**src/rtl/tick_timer_pkg.sv**
```systemverilog
// tick_timer_pkg
// Shared types and constants for the tick timer arbiter.
//   state_e       : arbiter/timer FSM states
//   TICK_DIV_50MS : clk_in cycles per 50 ms tick at 25 MHz
//   CLK_HZ        : nominal clk_in frequency
package tick_timer_pkg;

  typedef enum logic [1:0] {
    IDLE = 2'd0,
    LOAD = 2'd1,
    RUN  = 2'd2,
    DONE = 2'd3
  } state_e;

  localparam int TICK_DIV_50MS = 1250000;
  localparam int CLK_HZ        = 25000000;

endpackage

```
**src/rtl/tick_prescaler.sv**
```systemverilog
// tick_prescaler
// Modulo-TICK_DIV counter producing a one-cycle tick strobe.
//   clk_in : system clock
//   rst    : asynchronous active-high reset
//   clr    : synchronous clear of the count (wins over en)
//   en     : count enable
//   tick   : high while enabled in the cycle the count equals TICK_DIV-1
module tick_prescaler #(
  parameter int TICK_DIV = 1250000
) (
  input  logic clk_in,
  input  logic rst,
  input  logic clr,
  input  logic en,
  output logic tick
);

  localparam int CNT_W = $clog2(TICK_DIV);
  localparam logic [CNT_W-1:0] LAST = CNT_W'(TICK_DIV - 1);

  logic [CNT_W-1:0] cnt_q, cnt_d;

  always_comb begin
    cnt_d = cnt_q;
    if (clr) begin
      cnt_d = '0;
    end else if (en) begin
      cnt_d = (cnt_q == LAST) ? '0 : cnt_q + CNT_W'(1);
    end
  end

  always_ff @(posedge clk_in or posedge rst) begin
    if (rst) begin
      cnt_q <= '0;
    end else begin
      cnt_q <= cnt_d;
    end
  end

  assign tick = en & ~clr & (cnt_q == LAST);

endmodule

```
**src/rtl/tick_timer_arbiter.sv**
```systemverilog
// tick_timer_arbiter
// Fixed-priority arbiter sharing one coarse countdown timer between requesters.
//   clk_in    : system clock (25 MHz)
//   rst       : asynchronous active-high reset
//   req       : level request per requester, index 0 highest priority
//   dur       : per-requester duration in ticks, sampled at grant
//   cancel    : abort of the running timer
//   gnt       : one-hot grant, held during LOAD and RUN
//   busy      : high in LOAD and RUN
//   done      : one-cycle expiry pulse
//   done_id   : index of the expired requester, holds between pulses
//   remaining : ticks left in the current run, 0 when idle
//   tick      : tick strobe, only in RUN
module tick_timer_arbiter
  import tick_timer_pkg::*;
#(
  parameter int TICK_DIV = TICK_DIV_50MS,
  parameter int N_REQ    = 3,
  parameter int DUR_W    = 8
) (
  input  logic                       clk_in,
  input  logic                       rst,
  input  logic [N_REQ-1:0]           req,
  input  logic [N_REQ*DUR_W-1:0]     dur,
  input  logic                       cancel,
  output logic [N_REQ-1:0]           gnt,
  output logic                       busy,
  output logic                       done,
  output logic [$clog2(N_REQ)-1:0]   done_id,
  output logic [DUR_W-1:0]           remaining,
  output logic                       tick
);

  localparam int ID_W = $clog2(N_REQ);

  state_e             state_q, state_d;
  logic [N_REQ-1:0]   gnt_q, gnt_d;
  logic [N_REQ-1:0]   mask_q, mask_d;
  logic [ID_W-1:0]    idx_q, idx_d;
  logic [ID_W-1:0]    done_id_q, done_id_d;
  logic [DUR_W-1:0]   rem_q, rem_d;
  logic               done_q, done_d;

  logic [N_REQ-1:0]   eligible;
  logic [ID_W-1:0]    sel_idx;
  logic [N_REQ-1:0]   mask_set;
  logic               abort;
  logic               run_tick;

  // Requesters that already expired stay masked until they drop req,
  // so a held request cannot immediately re-trigger the timer.
  assign eligible = req & ~mask_q;

  // Lowest set index wins; scanning downward lets the lowest overwrite.
  always_comb begin
    sel_idx = '0;
    for (int i = N_REQ - 1; i >= 0; i--) begin
      if (eligible[i]) sel_idx = ID_W'(i);
    end
  end

  // Losing the granted request is treated exactly like a cancel.
  assign abort = cancel | ~(|(req & gnt_q));

  // The prescaler is held at zero outside RUN, so every run starts
  // with a full TICK_DIV period before its first tick.
  tick_prescaler #(
    .TICK_DIV (TICK_DIV)
  ) u_prescaler (
    .clk_in (clk_in),
    .rst    (rst),
    .clr    (state_q != RUN),
    .en     (state_q == RUN),
    .tick   (run_tick)
  );

  always_comb begin
    state_d   = state_q;
    gnt_d     = gnt_q;
    idx_d     = idx_q;
    rem_d     = rem_q;
    done_d    = 1'b0;
    done_id_d = done_id_q;
    mask_set  = '0;

    unique case (state_q)
      IDLE: begin
        if (|eligible) begin
          state_d = LOAD;
          gnt_d   = N_REQ'(1) << sel_idx;
          idx_d   = sel_idx;
          rem_d   = dur[sel_idx*DUR_W +: DUR_W];
        end
      end
      LOAD: begin
        if (abort) begin
          state_d = IDLE;
          gnt_d   = '0;
          rem_d   = '0;
        end else if (rem_q == '0) begin
          state_d   = DONE;
          gnt_d     = '0;
          done_d    = 1'b1;
          done_id_d = idx_q;
        end else begin
          state_d = RUN;
        end
      end
      RUN: begin
        // Abort is checked first so it beats a coincident final tick.
        if (abort) begin
          state_d = IDLE;
          gnt_d   = '0;
          rem_d   = '0;
        end else if (run_tick) begin
          rem_d = rem_q - DUR_W'(1);
          if (rem_q == DUR_W'(1)) begin
            state_d   = DONE;
            gnt_d     = '0;
            done_d    = 1'b1;
            done_id_d = idx_q;
          end
        end
      end
      DONE: begin
        state_d  = IDLE;
        mask_set = N_REQ'(1) << idx_q;
      end
      default: state_d = IDLE;
    endcase
  end

  // A low req clears its mask bit even in the cycle it would be set.
  assign mask_d = (mask_q | mask_set) & req;

  always_ff @(posedge clk_in or posedge rst) begin
    if (rst) begin
      state_q   <= IDLE;
      gnt_q     <= '0;
      mask_q    <= '0;
      idx_q     <= '0;
      done_id_q <= '0;
      rem_q     <= '0;
      done_q    <= 1'b0;
    end else begin
      state_q   <= state_d;
      gnt_q     <= gnt_d;
      mask_q    <= mask_d;
      idx_q     <= idx_d;
      done_id_q <= done_id_d;
      rem_q     <= rem_d;
      done_q    <= done_d;
    end
  end

  assign gnt       = gnt_q;
  assign busy      = (state_q == LOAD) || (state_q == RUN);
  assign done      = done_q;
  assign done_id   = done_id_q;
  assign remaining = rem_q;
  assign tick      = run_tick;

endmodule

```
**config.mk**
```make
export PLATFORM = sky130hd
export DESIGN_NAME = tick_timer_arbiter
export DESIGN_NICKNAME = d
export VERILOG_FILES = /design/src/rtl/tick_timer_pkg.sv /design/src/rtl/tick_prescaler.sv /design/src/rtl/tick_timer_arbiter.sv
export SDC_FILE = /design/constraint.sdc
export NUM_CORES = 1
export LEC_CHECK = 0
export BUFFER_PORTS_ARGS = -buffer_cell sky130_fd_sc_hd__buf_4
export CAP_MARGIN = 10
export CORE_ASPECT_RATIO = 0.8
export CORE_UTILIZATION = 60
export CTS_BUF_LIST = sky130_fd_sc_hd__clkbuf_2 sky130_fd_sc_hd__clkbuf_4 sky130_fd_sc_hd__clkbuf_8
export DETAILED_ROUTE_END_ITERATION = 10
export HOLD_SLACK_MARGIN = 0.02
export PLACE_DENSITY = 0.84
export SETUP_SLACK_MARGIN = 0.15
export SYNTH_ARGS = -nofsm -noshare
export SYNTH_HDL_FRONTEND = slang
export SYNTH_SLANG_ARGS = --single-unit
```
**constraint.sdc**
```tcl
create_clock -name clk_in -period 4.1 [get_ports clk_in]
set_input_delay 0.205 -clock clk_in [delete_from_list [all_inputs] [get_ports clk_in]]
set_output_delay 0.205 -clock clk_in [all_outputs]
set_load 0.02 [all_outputs]
```
==> results.ini, run 1 <==
[yosys]
yosys.cell_types.count = 52
syn_nets = 319
synth_area_sq_um = 2590
synth_ff_type = dfrtp_1
yosysWarnings = 0
synth-edff-count = 0
async_reset_ff_share_pct = 100
ys_seq_elements = 42
avgSynthCellArea_sq_um = 9.26
syn_inst = 280
ys_seq_area_share_pct = 40.5

[placed_design]
portBuffers = 45
dpl_worst_slack_ns = 1.54
postPlaceCellArea_sq_um = 2970
hpwl_um = 4480
dp.cells = 373
place.gp.congestion = 0.908

[route]
wl_per_cell_um = 15.8
detail-route-antenna-nets = 0
routed_wl_um = 5990
viasPerCell = 5.95
drt_iter0_markers = 230
routed-via-count = 2260
first_pass_iters = 4
drc = 0

[pwr]
p_per_area_nw_per_um2 = 480
power_switching_w = 0.000599
p_int_w = 0.000865
p_sw_share_pct = 40.9
irDropWorstVdd_v = 0.000394
combinationalPowerShare_pct = 43.5
p_clk_share_pct = 17.5
p_seq_share_pct = 39.0
p_leak_nw = 1.34

[timing]
drv_slew = 0
fmax_mhz = 380
grt_setup_unrepaired = no
period_share_pct = 64.2
timing.final.hold_violations = 0
relSlewSlack_pct = 35.6
min_period_ns = 2.63
fin_setup_tns_ns = 0
worst_slew_pin_slew_ns = 0.959
finalClockSkew_ns = 0.00499
timing.final.setup_violations = 0
fin_ws_ns = 1.47

[final_layout]
multi_input_area_sq_um = 1460
layout_commonest_cell = buf_4
drive_gt1_share_pct = 19.1
nets = 364
post-route-cell-area_sq_um = 3050
final_cell_mix = buf_4 (46), nor2_1 (43), dfrtp_1 (42)
area_growth_pct = 17.6
fill_cells = 311
layout.cells.non_filler = 380
antenna_cells = 0
seqCellArea_sq_um = 1050

[die]
start_util_pct = 65.6
die_x_um = 75.5
core_area_sq_um = 3950
die_y_um = 60.8
dieArea_sq_um = 4590
num_rows = 20
pin_count = 46

[cts]
cts_hold_buf = 0
clk_latency_ns = 0.29
clock-root-buffer = clkbuf_8
numCtsBuffers = 5
cts_resized = 0
path_clk_slew_ns = 0.08
h-tree-depth = 2
postCtsSetupBuffers = 0
clk_path_buf_depth = 2
cts_sinks = 42
cts_tree = done

[grt]
grt_overflow_total = 0
grt_pass1_wl_um = 9500
antenna_found_initial = 0
gr-usage-all-layers_pct = 28.2
grt_max_degree = 43
grt_pass1_vias = 2038

[job]
drv_cap = 0

[outcome]
outcome = completed

[min_path]
min_path_type = in2async

[critical_path]
crit_arrival_ns = 2.85
crit_required_ns = 4.32
crit_path_end_kind = flop
cp_max_fo = 15
cp-start-kind = flop
critPathKind = reg2reg

-- flip-flops by register name, indices dropped and copies added (netlist names) --
register,count
done,1
gnt,3
u_prescaler.cnt_q,21
done_id,2
mask_q,3
state_q,2
remaining,8
idx_q,2
-- worst max-delay path, stage by stage, from the launching register on --
cell and delay, ns:
dfrtp_1 0.42, inv_1 0.11, ha_1 0.60, or4b_1 0.66, or4bb_1 0.53, o31a_1 0.11
o21ai_1 0.12
-- Yosys cell counts (2+ instances only) --
master | number | area, sq um
a211oi_1 | 7 | 52.6
nand2b_1 | 5 | 31.3
mux2i_1 | 2 | 20.0
xnor2_1 | 10 | 87.6
nand3_1 | 15 | 75.1
o21ai_1 | 12 | 60.1
ha_1 | 9 | 113
nand4_1 | 6 | 37.5
o21ai_0 | 9 | 45.0
nor2b_1 | 3 | 18.8
and3_1 | 9 | 56.3
o211ai_1 | 2 | 15.0
dfrtp_1 | 42 | 1050
o21a_1 | 3 | 22.5
inv_1 | 10 | 37.5
mux2_1 | 5 | 56.3
o32a_1 | 5 | 50.1
or4b_1 | 4 | 40.0
a21oi_1 | 4 | 20.0
nor4_1 | 7 | 43.8
or3_1 | 2 | 12.5
nor2_1 | 43 | 161
nand2_1 | 14 | 52.6
and2_1 | 2 | 12.5
a311oi_1 | 2 | 17.5
nor3_1 | 5 | 25.0
xor2_1 | 9 | 78.8
clkbuf_1 | 7 | 26.3
and4_1 | 2 | 17.5
nor3b_1 | 3 | 22.5
-- kinds of logic (layout without fill, tap and decap cells) --
logic type	Yosys count	after routing	synth area share, %
DFF	42	42	40.5
adders and majority gates	9	9	4.34
and+or+nand+nor	130	130	27.3
AOI/OAI and AO/OA	54	54	15.5
buffers and inverters	19	64	3.04
xor gates and xnor gates	19	19	6.42
muxes	7	7	2.94
-- power groups by stage --
stage	Sequential [W]	Combinational, W	Clock (W)
2_1_floorplan	0.000627	0.000355	0
4_1_cts	0.000570	0.000634	0.000255
5_1_grt	0.000584	0.000695	0.000273
3_3_place_gp	0.000572	0.000626	0
6_report	0.000571	0.000637	0.000256
3_5_place_dp	0.000577	0.000629	0
-- per-stage QoR --
| step | util [%] | power, W | hold slack [ns] |
|---|---|---|---|
| after CTS | 77.1 | 0.00146 | 0.0637 |
| final | 77.1 | 0.00146 | 0.0430 |
| after global routing | 77.1 | 0.00155 | 0.0877 |
| after global placement | 75.1 | 0.00120 | 0.371 |
| after detailed placement | 75.1 | 0.00121 | 0.375 |
| after floorplan | - | 0.000982 | 0.327 |
-- final timing paths --
check / from / to / slack [ns] / cells after the start
min in group clk_in: req[2] / mask_q[2] / 0.15 / 2
setup reg to reg: state_q[0] / remaining[7] / 1.47 / 6
setup / recovery: state_q[0] / remaining[7] / 1.47 / 6
hold / removal: rst / done_id[0] / 0.04 / 3
max in group asynchronous: rst / remaining[0] / 3.69 / 3
hold reg to reg: mask_q[2] / mask_q[2] / 0.49 / 1
-- cell type report --
class	instances	area share [%]
clock buffer	5	2.26
clock inverter	2	0.328
inverter	11	1.35
multi-input combinational	219	48.0
sequential	42	34.5
tap	55	2.26
timing repair buffer	46	11.3
-- routing by layer --
layer | share of wire (%) | GRT usage [%]
met1 | 48 | 40.7
met2 | 45 | 42.5
met3 | 5.6 | 5.48
met4 | 0.60 | 9.79
met5 | 0 | 0
(Power assumes the default switching activity.)
==> run 2: changes to the inputs <==
CORE_UTILIZATION = 58   (was 60)
PLACE_DENSITY = 0.81   (was 0.84)
clock period = 2.69 ns   (was 4.1 ns; I/O delays follow)
==> results.ini, run 2 (synthesis results as in run 1) <==
[cts]
numCtsBuffers = 5  ; unchanged
cts_tree = done
cts_hold_buf = 0  ; unchanged
path_clk_slew_ns = 0.08  ; about the same
cts_resized = 0  ; unchanged
h-tree-depth = 2  ; unchanged
cts_sinks = 42  ; unchanged
clk_latency_ns = 0.30  ; about the same
postCtsSetupBuffers = 0  ; unchanged
clock-root-buffer = clkbuf_8
clk_path_buf_depth = 2  ; unchanged

[timing]
timing.final.hold_violations = 0  ; unchanged
worst_slew_pin_slew_ns = 0.948  ; -0.0108 ns
drv_slew = 0  ; unchanged
period_share_pct = 88.6  ; +24 points
grt_setup_unrepaired = no
timing.final.setup_violations = 0  ; unchanged
fmax_mhz = 420  ; +10%
finalClockSkew_ns = 0.00618  ; +0.00119 ns
fin_setup_tns_ns = 0  ; unchanged
fin_ws_ns = 0.307  ; -1.16 ns
min_period_ns = 2.38  ; -0.250 ns
relSlewSlack_pct = 36.7  ; +1.1 points

[die]
die_y_um = 61.8  ; +1.7%
core_area_sq_um = 4230  ; +7.0%
pin_count = 46  ; unchanged
start_util_pct = 61.3  ; -4.3 points
dieArea_sq_um = 4740  ; +3.3%
num_rows = 21  ; +5.0%
die_x_um = 76.8  ; +1.7%

[route]
viasPerCell = 5.87  ; -1.4%
routed_wl_um = 6220  ; +3.8%
first_pass_iters = 5  ; +1
wl_per_cell_um = 15.9  ; +0.85%
drt_iter0_markers = 203  ; -12%
detail-route-antenna-nets = 0  ; unchanged
routed-via-count = 2294  ; +1.5%
drc = 0  ; unchanged

[critical_path]
critPathKind = reg2reg
crit_required_ns = 2.87  ; -1.45 ns
cp_max_fo = 5  ; -10
crit_path_end_kind = flop
crit_arrival_ns = 2.56  ; -0.29 ns
cp-start-kind = flop

[pwr]
irDropWorstVdd_v = 0.000576  ; +46%
p_per_area_nw_per_um2 = 734  ; +53%
p_leak_nw = 1.38  ; +3.1%

[outcome]
outcome = completed

[min_path]
min_path_type = in2async

[final_layout]
top_register = u_prescaler.cnt_q
seqCellArea_sq_um = 1050  ; unchanged
largest_reg_flops = 21  ; unchanged
antenna_cells = 0  ; unchanged
multi_input_area_sq_um = 1460  ; unchanged
fill_cells = 331  ; +6.4%
layout_commonest_cell = buf_4
nets = 372  ; +2.2%
drive_gt1_share_pct = 21.3  ; +2.2 points
area_growth_pct = 20.6
final_cell_mix = buf_4 (54), nor2_1 (43), dfrtp_1 (42)

[grt]
grt_overflow_total = 0  ; unchanged
grt_pass1_wl_um = 10100  ; +6.5%
antenna_found_initial = 0  ; unchanged
grt_pass1_vias = 2122  ; +4.1%
grt_max_degree = 26  ; -40%
gr-usage-all-layers_pct = 28.3  ; +0.092 points

[job]
drv_cap = 0  ; unchanged

[placed_design]
hpwl_um = 4730  ; +5.6%
dpl_worst_slack_ns = 0.347  ; -1.20 ns
portBuffers = 45  ; unchanged
place.gp.congestion = 0.843  ; -7.1%

## run 2: cell types whose count changed in the layout (fill, tap and decap cells not counted), sizes merged
cell / before / now
clkinvlp: 0 / 1
clkinv: 2 / 1
clkbuf: 5 / 6
buf: 46 / 54
## run 2: area by class of cell
class                   instances  area share (%)
clock buffers                   6            2.64
clock inverters                 2           0.400
inverters                      11            1.32
multi-input cells             219            46.8
flip-flops and latches         42            33.6
well taps                      57            2.28
repair buffers                 54            13.0
## run 2: power breakdown
part | internal (W) | switching (W)
Combinational | 0.000429 | 0.000574
Clock | 0.000206 | 0.000224
Sequential | 0.000742 | 0.000122
Total | 0.00138 | 0.000919
## run 2: through the flow
stage,hold WS (ns),instance area [sq um],util (%),power (W),instances
after global routing,0.0747,3130,73.9,0.00243,391
after floorplan,0.257,2590,-,0.00150,280
after detailed placement,0.375,3030,71.7,0.00187,383
after CTS,0.0654,3130,73.9,0.00230,391
final,0.0497,3130,73.9,0.00230,391
after global placement,0.368,3030,71.7,0.00186,383
## run 2: routing by layer
metal | routed length (um) | vias to the layer above | part of all wire [%] | GRT usage, %
met2 | 2730 | 68 | 44 | 45.2
met4 | 55 | 0 | 0.88 | 7.14
met3 | 441 | 7 | 7.1 | 5.99
li1 | - | 1117 | - | -
met1 | 3000 | 1102 | 48 | 39.9
met5 | 0 | - | 0 | 0
## run 2: final timing paths
| check | slack (ns) | start | to | cells past startpoint |
|---|---|---|---|---|
| worst max-delay path | 0.31 | u_prescaler.cnt_q[14] | gnt[2] | 5 |
| worst min-delay path | 0.05 | rst | u_prescaler.cnt_q[1] | 2 |
| worst max register to register | 0.31 | u_prescaler.cnt_q[14] | gnt[2] | 5 |
| worst min register to register | 0.49 | mask_q[2] | mask_q[2] | 1 |
| max in group asynchronous | 1.95 | rst | gnt[2] | 3 |
| min in group clk_in | 0.07 | req[2] | mask_q[2] | 2 |
## run 2: worst max-delay path: stages (launching register included)
cell      delay [ns]
dfrtp_1         0.44
or4b_1          0.54
or4_4           0.54
o21ai_2         0.22
o211ai_2        0.17
mux2_1          0.36
